<file path="config.mk">
export PLATFORM = sky130hd
export DESIGN_NAME = scan_chain_arbiter
export DESIGN_NICKNAME = d
export VERILOG_FILES = /design/src/rtl/scan_arb_pkg.sv /design/src/rtl/scan_arb_rr_pick.sv /design/src/rtl/scan_chain_arbiter.sv
export SDC_FILE = /design/constraint.sdc
export NUM_CORES = 1
export LEC_CHECK = 0
export ABC_AREA = 1
export CAP_MARGIN = 30
export CORE_ASPECT_RATIO = 1.4
export CORE_MARGIN = 3
export CORE_UTILIZATION = 51
export CTS_CLUSTER_SIZE = 10
export DETAILED_ROUTE_END_ITERATION = 10
export GPL_ROUTABILITY_DRIVEN = 0
export PLACE_DENSITY = 0.78
export RECOVER_POWER = 100
export SLEW_MARGIN = 20
export SYNTH_ARGS = -nofsm -noshare
export SYNTH_HDL_FRONTEND = slang
export SYNTH_SLANG_ARGS = --single-unit
</file>
<file path="constraint.sdc">
create_clock -name clk -period 2.7 [get_ports clk]
set_clock_uncertainty 0.15 [all_clocks]
set_input_delay 0.54 -clock clk [delete_from_list [all_inputs] [get_ports clk]]
set_output_delay 0.54 -clock clk [all_outputs]
set_load 0.01 [all_outputs]
</file>
<file path="src/rtl/scan_arb_pkg.sv">
// scan_arb_pkg
//   Shared definitions for the scan-chain arbiter: the 2-bit arbiter state
//   encoding, the packed scan-drive bundle and the value the chain is driven
//   to whenever no requester owns it.
package scan_arb_pkg;

   typedef enum logic [1:0] {
      ST_IDLE      = 2'd0,
      ST_GUARD_IN  = 2'd1,
      ST_OWNED     = 2'd2,
      ST_GUARD_OUT = 2'd3
   } arb_state_t;

   typedef struct packed {
      logic clk;
      logic data;
      logic select;
      logic latch_en;
   } scan_drive_t;

   // Chain parked: clock low, data low, select low, latch low.
   localparam scan_drive_t SCAN_IDLE = '{clk: 1'b0, data: 1'b0, select: 1'b0, latch_en: 1'b0};

   // Guard counter width, large enough for up to 255 guard cycles.
   localparam int GUARD_W = 8;

endpackage

</file>
<file path="src/rtl/scan_arb_rr_pick.sv">
// scan_arb_rr_pick
//   Combinational round-robin picker. Returns the first requester that is
//   both requesting and eligible, searching upward from rr_ptr with
//   wrap-around modulo NUM_REQ.
//   Ports:
//     req      in   NUM_REQ  request levels
//     eligible in   NUM_REQ  eligibility mask (1 = may win)
//     rr_ptr   in   2        search start index (< NUM_REQ)
//     winner   out  2        index of the winning requester
//     valid    out  1        a winner exists
module scan_arb_rr_pick #(
   parameter int NUM_REQ = 3
) (
   input  logic [NUM_REQ-1:0] req,
   input  logic [NUM_REQ-1:0] eligible,
   input  logic [1:0]         rr_ptr,
   output logic [1:0]         winner,
   output logic               valid
);

   logic [2*NUM_REQ-1:0] dbl;
   logic [NUM_REQ-1:0]   rot;
   logic [1:0]           offset;
   logic [2:0]           sum;

   // Rotate the candidate mask so bit 0 is the requester at rr_ptr.
   assign dbl = {2{req & eligible}} >> rr_ptr;
   assign rot = dbl[NUM_REQ-1:0];

   // Scan downward so the lowest set offset is the last one written.
   always_comb begin
      offset = 2'd0;
      for (int k = NUM_REQ - 1; k >= 0; k--) begin
         if (rot[k]) offset = 2'(k);
      end
   end

   assign valid  = |rot;
   assign sum    = {1'b0, rr_ptr} + {1'b0, offset};
   assign winner = (sum >= 3'(NUM_REQ)) ? 2'(sum - 3'(NUM_REQ)) : sum[1:0];

endmodule

</file>
<file path="src/rtl/scan_chain_arbiter.sv">
// scan_chain_arbiter
//   Grants a shared scan chain to one of NUM_REQ requesters at a time,
//   round-robin, with GUARD_CYCLES of parked chain before and after each
//   ownership and an optional hold timeout that locks out the offender
//   until it releases its request.
//   Ports:
//     clk, reset                     clock, async active-high reset
//     req[NUM_REQ]                   level requests
//     gnt[NUM_REQ]                   registered one-hot-or-zero grant
//     rq_scan_{clk,data,select,latch_en}[NUM_REQ]  per-requester chain drive
//     scan_{clk_out,data_out,select,latch_en}      registered chain drive
//     timeout_cfg[TMO_W]             max owned cycles, 0 disables
//     owner[2]                       current or last owner
//     busy                           registered, high when not IDLE
//     timeout_pulse                  one-cycle pulse on forced revoke
module scan_chain_arbiter
   import scan_arb_pkg::*;
#(
   parameter int NUM_REQ      = 3,
   parameter int GUARD_CYCLES = 4,
   parameter int TMO_W        = 16
) (
   input  logic               clk,
   input  logic               reset,
   input  logic [NUM_REQ-1:0] req,
   output logic [NUM_REQ-1:0] gnt,
   input  logic [NUM_REQ-1:0] rq_scan_clk,
   input  logic [NUM_REQ-1:0] rq_scan_data,
   input  logic [NUM_REQ-1:0] rq_scan_select,
   input  logic [NUM_REQ-1:0] rq_scan_latch_en,
   output logic               scan_clk_out,
   output logic               scan_data_out,
   output logic               scan_select,
   output logic               scan_latch_en,
   input  logic [TMO_W-1:0]   timeout_cfg,
   output logic [1:0]         owner,
   output logic               busy,
   output logic               timeout_pulse
);

   localparam logic [GUARD_W-1:0] GUARD_LOAD = GUARD_W'(GUARD_CYCLES - 1);

   arb_state_t         state, state_n;
   logic [GUARD_W-1:0] gcnt, gcnt_n;
   logic [TMO_W-1:0]   hcnt, hcnt_n;
   logic [1:0]         owner_q, owner_n;
   logic [1:0]         rr_ptr, rr_ptr_n;
   logic [NUM_REQ-1:0] lockout, lockout_n;
   logic [NUM_REQ-1:0] owner_oh;
   logic               owner_req;
   logic               tmo_hit;
   logic [1:0]         pick_idx;
   logic               pick_vld;
   scan_drive_t        drive_n, drive_p1;

   assign owner_oh  = NUM_REQ'(1) << owner_q;
   assign owner_req = |(req & owner_oh);

   scan_arb_rr_pick #(.NUM_REQ(NUM_REQ)) u_pick (
      .req      (req),
      .eligible (~lockout),
      .rr_ptr   (rr_ptr),
      .winner   (pick_idx),
      .valid    (pick_vld)
   );

   always_comb begin
      state_n   = state;
      gcnt_n    = gcnt;
      hcnt_n    = hcnt;
      owner_n   = owner_q;
      rr_ptr_n  = rr_ptr;
      tmo_hit   = 1'b0;
      // A lockout is forgiven on any cycle the requester lets go.
      lockout_n = lockout & req;
      case (state)
         ST_IDLE: begin
            if (pick_vld) begin
               owner_n = pick_idx;
               gcnt_n  = GUARD_LOAD;
               state_n = ST_GUARD_IN;
            end
         end
         ST_GUARD_IN: begin
            if (gcnt == '0) begin
               state_n = ST_OWNED;
               hcnt_n  = '0;
            end else begin
               gcnt_n = gcnt - 8'd1;
            end
         end
         ST_OWNED: begin
            // A voluntary release takes priority over a coincident timeout.
            if (!owner_req) begin
               state_n = ST_GUARD_OUT;
               gcnt_n  = GUARD_LOAD;
            end else if (timeout_cfg != '0 && hcnt == timeout_cfg - TMO_W'(1)) begin
               state_n   = ST_GUARD_OUT;
               gcnt_n    = GUARD_LOAD;
               tmo_hit   = 1'b1;
               lockout_n = lockout_n | owner_oh;
            end else if (hcnt != '1) begin
               hcnt_n = hcnt + TMO_W'(1);
            end
         end
         ST_GUARD_OUT: begin
            if (gcnt == '0) begin
               state_n  = ST_IDLE;
               rr_ptr_n = (owner_q == 2'(NUM_REQ - 1)) ? 2'd0 : owner_q + 2'd1;
            end else begin
               gcnt_n = gcnt - 8'd1;
            end
         end
         default: state_n = ST_IDLE;
      endcase

      // Chain follows the owner only while the current state is OWNED,
      // so the output lags the requester's drive by one cycle.
      drive_n = SCAN_IDLE;
      if (state == ST_OWNED) begin
         drive_n.clk      = |(rq_scan_clk      & owner_oh);
         drive_n.data     = |(rq_scan_data     & owner_oh);
         drive_n.select   = |(rq_scan_select   & owner_oh);
         drive_n.latch_en = |(rq_scan_latch_en & owner_oh);
      end
   end

   always_ff @(posedge clk or posedge reset) begin
      if (reset) begin
         state         <= ST_IDLE;
         gcnt          <= '0;
         hcnt          <= '0;
         owner_q       <= '0;
         rr_ptr        <= '0;
         lockout       <= '0;
         gnt           <= '0;
         busy          <= 1'b0;
         timeout_pulse <= 1'b0;
         drive_p1      <= SCAN_IDLE;
      end else begin
         state         <= state_n;
         gcnt          <= gcnt_n;
         hcnt          <= hcnt_n;
         owner_q       <= owner_n;
         rr_ptr        <= rr_ptr_n;
         lockout       <= lockout_n;
         // owner never changes on the way into OWNED, so owner_oh is valid here.
         gnt           <= (state_n == ST_OWNED) ? owner_oh : '0;
         busy          <= (state_n != ST_IDLE);
         timeout_pulse <= tmo_hit;
         drive_p1      <= drive_n;
      end
   end

   assign owner         = owner_q;
   assign scan_clk_out  = drive_p1.clk;
   assign scan_data_out = drive_p1.data;
   assign scan_select   = drive_p1.select;
   assign scan_latch_en = drive_p1.latch_en;

endmodule

</file>
==> results.yml, run 1 <==
worst_setup_path:
  critical_path.endpoint_type: "register"
  r2r_end: "owner[0]"
  worst-endpoint-required_ps: 2730
  start_kind: "register"
  rr_startpoint: "rr_ptr[0]"
  cp_max_fo: 8
  r2r_setup_slack_ps: -40
  reg2reg_depth: 13
  path_class: "reg -> reg"
  cp_data_arrival_time_ps: 2770
synth:
  yosysTopAreaCellShare_pct: 31.6
  synth_flop_cell: "dfrtp_1"
  ys_ff_latch: 42
  syn_inst: 486
  yosysWarningCount: 0
  synth_top_area_cell: "dfrtp_1"
  netlist-cell-type-count: 36
  synth_edf_count: 0
  syn_area_mm2: 0.00332
  synthTopCellsByArea: "dfrtp_1 (32%), nand2_1 (17%), nand3_1 (7.4%)"
  avgSynthCellArea_um2: 6.84
  yosysSeqAreaShare_pct: 31.6
  syn_nets: 527
  synth-async-reset-ratio_pct: 100
clocking:
  cts-root-buf: "clkbuf_8"
  cts_made_buffers: 5
  clk_latency_ps: 300
  clock-sinks: 42
  clock_path_buffers: 2
  clk_pin_slew_ps: 80
  cts_tree: "built"
  htreeDepth: 2
  holdBufCountCts: 0
power:
  finalPower_mw: 1.31
  ir_drop_uv: 349
  p_leak_nw: 2.04
  powerDensity_mw_per_mm2: 316
global_routing:
  grt.total_usage_pct: 22.7
  grt_max_degree: 43
  grt-ovfl-total: 0
  grt-busiest-layer: "met2"
  met1_usage_pct: 25.3
  grt_pass1_wl_um: 13600
  grt_util_met3_pct: 2.28
  antenna_found_initial: 0
  groute.layer.met2.usage_pct: 43.0
  grt_pass1_vias: 3160
placement:
  place_area_mm2: 0.00397
  portBuffers: 43
  dp.final_hpwl_um: 6010
sta:
  report.final.setup_viol: 1
  final.setup.worst_slack_ps: -38.3
  slew_headroom_pct: 32.2
  rsz0062_at_grt: "yes"
  post-route-period-util_pct: 101
  clock.fmax_mhz: 365
  slew_viol_final: 0
  max_slew.worst_pin.slew_ps: 1020
  timing.hold.ws_ps: 340
  period_minus_slack_ps: 2740
  finalHoldViolCount: 0
layout:
  drive_gt1_share_pct: 17.8
  final_area_mm2: 0.00416
  syn_to_final_growth_pct: 25.3
  fillers: 553
  final_common_cell: "nand2_1"
  layout_common_cells: "nand2_1 (148), inv_1 (52), nor2_1 (51)"
  final_core_util_pct: 66.6
  nets: 592
  n_antenna_cell: 0
hold_path:
  hold_class: "reg -> reg"
  min_to: "lockout[0]"
  hold_start: "lockout[0]"
  holdPathStages: 2
routing:
  drt_iter0_drc: 115
  drtAntennaViolNets: 0
  drt_pass1_iterations: 4
  wl_per_cell_um: 12.7
  via_per_inst: 5.15
  totalWireLength_um: 7920
  drc: 0
  vias: 3209
floorplan:
  initial_core_util_pct: 53.1
  io_pins: 44
  die_h_um: 102
  die_w_um: 74.2
  core_mm2: 0.00625
  rows: 34
  die_area_mm2: 0.00753
outcome:
  status: "finished with violations"
  violations: "negative setup slack"
flow_run:
  cap_violations: 0
==> power breakdown <==
part	switching (mW)	internal, mW
clock network	0.215	0.296
logic	0.0853	0.0897
registers	0	0.628
total	0.300	1.01
==> sequential cells by signal (all words and copies together) (netlist names), 2 cells and up <==
| signal | cells |
|---|---|
| gcnt | 8 |
| lockout | 3 |
| owner | 2 |
| state | 2 |
| gnt | 3 |
| rr_ptr | 2 |
| hcnt | 16 |
==> layout make-up <==
type	count	area [um^2]	area share [%]
tap	72	90.1	2.16
inverter	59	221	5.32
timing repair buffer	71	654	15.7
multi-input combinational	372	2030	48.8
clock buffer	6	82.6	1.98
sequential	42	1050	25.3
clock inverter	1	30.0	0.721
==> critical path, stage by stage, from the launching register on <==
cell and delay (ps):
dfrtp_2 480, nand3_2 90, o21a_1 160, nand2_1 80, nand2_2 80, nand2_1 70
or2_4 230, fa_1 540, inv_2 60, ha_4 150, nand3b_1 200, xor2_1 170
nor2_1 110, a21oi_1 50
==> stage by stage <==
stage / std cells / worst slack, ps / setup TNS [ps]
finish: 623 / -38.3 / -38.3
CTS: 623 / -71.2 / -97.1
detailed placement: 613 / -641 / -8170
global placement: 613 / -540 / -6910
global route: 623 / -181 / -2890
floorplan: 486 / 10.1 / 0
==> cell usage after synthesis, types with 7 or more instances <==
cell type / number
nand3_1: 49
inv_1: 58
ha_1: 7
xnor2_1: 9
xor2_1: 21
nor2_1: 53
nand4_1: 7
nand2_1: 150
dfrtp_1: 42
nand2_2: 15
==> per-layer routing <==
layer	wire [um]	vias up	part of all wire [%]
met5	0	-	0
met4	194	0	2.5
met3	210	19	2.7
met2	4390	66	55
met1	3120	1486	39
li1	-	1638	-
==> worst max-delay path by stage <==
| stage | from | endpoint | cells past startpoint |
|---|---|---|---|
| floorplan | req[2] | owner[0] | 12 |
| global placement | req[1] | owner[0] | 13 |
| detailed placement | req[1] | owner[0] | 13 |
| CTS | rr_ptr[0] | owner[0] | 15 |
| global route | rr_ptr[0] | owner[0] | 13 |
| finish | rr_ptr[0] | owner[0] | 13 |
==> cell families (layout without fill, tap and decap cells) <==
family                   after synthesis  in the layout  synth area share, %
XOR/XNOR                              30             30                 7.91
AO/OA/AOI/OAI                         22             22                 4.37
adder cells (fa/ha/maj)                8              8                 3.24
flip-flops                            42             42                 31.6
buffers and inverters                 72            137                 8.92
AND/OR/NAND/NOR                      312            312                 43.9
==> what timing repair did <==
action,4_1_cts,5_1_grt
endpoints found under the setup margin,2,35
buffers inserted,3,0
pin swaps,11,12
gates resized for setup,14,19
gates cloned,0,0
Power figures use the tool's default switching activity.
==> run 2, diff against run 1 <==
- CORE_UTILIZATION: 51 -> 60
- PLACE_DENSITY: 0.78 -> 0.86
- REMOVE_ABC_BUFFERS: unset -> 1
- clock period: 2.7 -> 3.2 ns (I/O delays scaled with it)
==> run 2 against run 1 <==
The flow now finishes without violations; worst setup slack improved by 360 ps; highest routed layer unchanged; critical path depth is 2 higher; sequential cell count unchanged; via count is 0.84% lower; routed wire length decreased by 0.54%; sequential power down 16%; global-route usage rose by 3.4 points; largest power group unchanged; worst hold slack improved by 4.7 ps; power shrank 17%; final cell count is 3.7% lower; sequential share of layout area increased by 1.4 points; combinational power is 24% lower; critical endpoint unchanged.
==> results.yml, run 2 (synthesized netlist as in run 1, its figures left out) <==
sta:
  rsz0062_at_grt: "no"
  tns_ps: 0
  slew_headroom_pct: 29.4
  post-route-period-util_pct: 90.1
  slew_viol_final: 0
  max_slew.worst_pin.slew_ps: 1060
  report.final.setup_viol: 0
  final.setup.worst_slack_ps: 318
  clock.fmax_mhz: 347
  finalHoldViolCount: 0
  period_minus_slack_ps: 2880
global_routing:
  grt.total_usage_pct: 26.0
  grt_pass1_vias: 3145
  grt_max_degree: 43
  met1_usage_pct: 28.5
  grt_util_met3_pct: 3.59
  grt-ovfl-total: 0
  groute.layer.met2.usage_pct: 47.1
  grt-busiest-layer: "met2"
  grt_pass1_wl_um: 13000
  antenna_found_initial: 0
clocking:
  cts_made_buffers: 5
  cts-root-buf: "clkbuf_8"
  clk_pin_slew_ps: 90
  clock-sinks: 42
  cts_tree: "built"
  postCtsSetupBuffers: 0
  htreeDepth: 2
  clk_latency_ps: 300
  clock_path_buffers: 2
layout:
  drive_gt1_share_pct: 9.74
  top_register: "hcnt"
  regArea_mm2: 0.00105
  final_area_mm2: 0.00394
  multi_input_area_mm2: 0.00195
  syn_to_final_growth_pct: 18.4
  n_antenna_cell: 0
  stdcell_count: 600
  fillers: 416
  nets: 574
  final_common_cell: "nand2_1"
  largest_reg_flops: 16
  layout_common_cells: "nand2_1 (153), inv_1 (58), nor2_1 (54)"
  top_regs: "hcnt: 16 flops, gcnt: 8 flops"
routing:
  drt_pass1_iterations: 4
  via_per_inst: 5.30
  drc: 0
  wl_per_cell_um: 13.1
  drtAntennaViolNets: 0
  vias: 3182
  drt_iter0_drc: 139
  totalWireLength_um: 7880
hold_path:
  min_to: "lockout[2]"
  hold_start: "lockout[2]"
  hold_class: "reg -> reg"
  holdPathStages: 2
worst_setup_path:
  path_class: "in -> reg"
  cp_max_fo: 3
  worst-endpoint-required_ps: 3230
  r2r_setup_slack_ps: 340
  critical_path.endpoint_type: "register"
  rr_startpoint: "rr_ptr[0]"
  r2r_end: "owner[0]"
  cp_data_arrival_time_ps: 2920
  start_kind: "input pin"
  reg2reg_depth: 14
flow_run:
  cap_violations: 0
power:
  ir_drop_uv: 389
  powerDensity_mw_per_mm2: 276
  p_leak_nw: 1.95
  finalPower_mw: 1.09
placement:
  place_ws_ps: -308
  dpl.cell_count: 592
  portBuffers: 43
  place_area_mm2: 0.00385
  dp.final_hpwl_um: 5870
floorplan:
  initial_core_util_pct: 63.0
  die_h_um: 94.1
  io_pins: 44
  die_area_mm2: 0.00648
  core_mm2: 0.00528
  rows: 31
  die_w_um: 68.9
outcome:
  status: "completed"
==> run 2: area by class of cell <==
type	instances	area share, %
Timing Repair Buffer	53	13.3
Clock buffer	7	1.94
Inverter	59	5.63
Multi-Input combinational cell	372	49.6
Tap cell	66	2.10
Sequential cell	42	26.7
Clock inverter	1	0.763
==> run 2: how the worst max path moves through the flow <==
stage / cells after the start / startpoint / to / slack [ps]
final: 15 / req[2] / owner[0] / 320
after global routing: 14 / rr_ptr[0] / owner[0] / 130
after CTS: 13 / req[2] / owner[0] / 5
after detailed placement: 13 / req[2] / owner[0] / -310
after global placement: 13 / req[2] / owner[0] / -180
after floorplan: 12 / req[2] / owner[0] / 360
==> run 2: power by group <==
| part | switching [mW] | leakage (nW) | total (mW) | internal (mW) |
|---|---|---|---|---|
| Clock | 0.189 | 0.0524 | 0.423 | 0.234 |
| Sequential | 0 | 0.546 | 0.530 | 0.530 |
| Combinational | 0.0680 | 1.35 | 0.133 | 0.0653 |
| Total | 0.257 | 1.95 | 1.09 | 0.829 |
==> run 2: worst max-delay path, cell delays in order <==
cell	delay, ps
dlymetal6s2s_1	160
a21oi_2	170
a21oi_2	60
o21ai_0	240
inv_1	70
nor2_1	100
ha_1	150
inv_1	50
fa_1	520
inv_1	60
ha_1	170
nand3b_1	200
xor2_1	180
nor2_1	100
a21oi_1	50
==> run 2: stage by stage <==
step | utilization, % | hold slack, ps
final | 74.6 | 345
after floorplan | - | 294
after CTS | 75.0 | 341
after global routing | 74.6 | 375
after detailed placement | 73.0 | 317
after global placement | 73.0 | 310
==> run 2: what timing repair did <==
| action | in CTS | in global routing |
|---|---|---|
| endpoints found under the setup margin | 0 | 2 |
| endpoints found under the hold margin | 0 | 0 |
| gates resized for setup | 0 | 9 |
| hold buffers | 0 | 0 |
==> run 2: per-layer routing <==
metal / vias up / share of wire [%]
met1: 1459 / 40
met4: 0 / 3.7
met3: 23 / 3.3
li1: 1611 / -
met5: - / 0
met2: 89 / 53
==> run 3, diff against run 2 <==
- PLACE_DENSITY: 0.86 -> 0.93
==> run 3 against run 2 <==
First-iteration DRC count decreased by 23%; register-to-register slack got worse by 50 ps; count of clock-buffer cells in the layout unchanged; sequential share of layout area increased by 0.17 points; non-clock buffer count unchanged; via count increased by 0.82%; final cell count unchanged; maximum frequency decreased by 1.4%; sequential cell count unchanged; design area decreased by 0.64%; critical endpoint is now hcnt[6]; largest cell class unchanged; largest power group unchanged.
==> results.yml, run 3 (synthesized netlist as in run 1, its figures left out) <==
sta:
  report.final.setup_viol: 0
  max_slew.worst_pin.slew_ps: 1020
  rsz0062_at_grt: "no"
  slew_viol_final: 0
  post-route-period-util_pct: 91.3
  slew_headroom_pct: 32.0
  finalHoldViolCount: 0
  tns_ps: 0
  timing.hold.ws_ps: 355
  clock.fmax_mhz: 342
  period_minus_slack_ps: 2920
flow_run:
  cap_violations: 0
clocking:
  clk_pin_slew_ps: 80
  htreeDepth: 2
  cts_tree: "built"
  clk_latency_ps: 290
  clock_path_buffers: 2
  clock-sinks: 42
  cts_made_buffers: 5
  holdBufCountCts: 0
  cts-root-buf: "clkbuf_8"
  postCtsSetupBuffers: 0
layout:
  fillers: 414
  layout_common_cells: "nand2_1 (152), inv_1 (58), nor2_1 (54)"
  syn_to_final_growth_pct: 17.7
  final_area_mm2: 0.00391
  nets: 574
  final_common_cell: "nand2_1"
  top_regs: "hcnt: 16 flops, gcnt: 8 flops"
  top_register: "hcnt"
  drive_gt1_share_pct: 9.93
  n_antenna_cell: 0
  largest_reg_flops: 16
routing:
  wl_per_cell_um: 13.4
  drtAntennaViolNets: 0
  drc: 0
  totalWireLength_um: 8030
  via_per_inst: 5.35
  drt_pass1_iterations: 4
  vias: 3208
  drt_iter0_drc: 107
worst_setup_path:
  start_kind: "input pin"
  critical_path.endpoint_type: "register"
  cp_data_arrival_time_ps: 3000
  path_class: "in -> reg"
  worst-endpoint-required_ps: 3280
  cp_max_fo: 12
power:
  ir_drop_uv: 353
  p_leak_nw: 1.95
  powerDensity_mw_per_mm2: 260
  finalPower_mw: 1.02
floorplan:
  die_area_mm2: 0.00648
  initial_core_util_pct: 63.0
  io_pins: 44
  rows: 31
  die_h_um: 94.1
  die_w_um: 68.9
  core_mm2: 0.00528
outcome:
  status: "completed"
placement:
  dp.final_hpwl_um: 6070
  portBuffers: 43
  place_area_mm2: 0.00385
hold_path:
  hold_class: "reg -> reg"
global_routing:
  grt_pass1_wl_um: 13200
  antenna_found_initial: 0
  grt_max_degree: 43
  grt-ovfl-total: 0
  grt.total_usage_pct: 26.4
  grt_pass1_vias: 3168
## run 3: changes by cell type in the layout (fill, tap and decap cells not counted), sizes merged
cell,before,now
bufinv,1,0
clkinv,0,1
## run 3: power breakdown
part	switching, mW	internal [mW]	leakage, nW
logic	0.0685	0.0650	1.35
registers	0	0.530	0.546
clock network	0.178	0.174	0.0482
total	0.247	0.769	1.95
## run 3: area by class of cell
type | instances | area, um^2 | share of cell area [%]
tap | 66 | 82.6 | 2.11
multi-input combinational | 372 | 1940 | 49.6
sequential | 42 | 1050 | 26.9
timing repair buffer | 53 | 523 | 13.4
inverter | 59 | 221 | 5.66
clock buffer | 7 | 86.3 | 2.21
clock inverter | 1 | 5.00 | 0.128
## run 3: critical path, cell delays in order
cell,delay [ps]
clkdlybuf4s50_1,500
inv_1,70
ha_1,280
inv_1,80
nand2_1,50
nand2_1,100
nor2_1,50
nor2_1,100
nand2_1,70
nor2_1,80
nand2_1,50
nor2_1,130
nand3_1,220
nand3_4,170
buf_4,210
nand3_1,100
nand2_1,110
## run 3: routing by layer
metal	up-vias	GRT usage (%)	part of all wire, %
li1	1607	-	-
met1	1498	27.6	38
met2	80	49.8	55
met3	23	3.59	2.9
met4	0	11.4	3.2
met5	-	0	0
## run 3: through the flow
step                utilization (%)  std cells  worst slack (ps)
floorplan                         -        473               360
global placement               73.0        592              -183
detailed placement             73.0        592              -333
CTS                            74.7        600              14.7
global route                   74.1        600              86.3
finish                         74.1        600               277
## run 3: repair_timing
action	CTS	global route
resized for setup	1	8
setup endpoints to repair	2	2
cloned	0	0
pin swaps	0	5
## run 3: final timing paths
check	from	end	slack, ps	depth (start not counted)
min reg2reg	lockout[1]	lockout[1]	360	2
min in group asynchronous	reset	hcnt[1]	960	3
max	timeout_cfg[1]	hcnt[6]	280	17
min	lockout[1]	lockout[1]	360	2
max reg2reg	rr_ptr[0]	owner[0]	290	12
max in group asynchronous	reset	gcnt[5]	1320	3
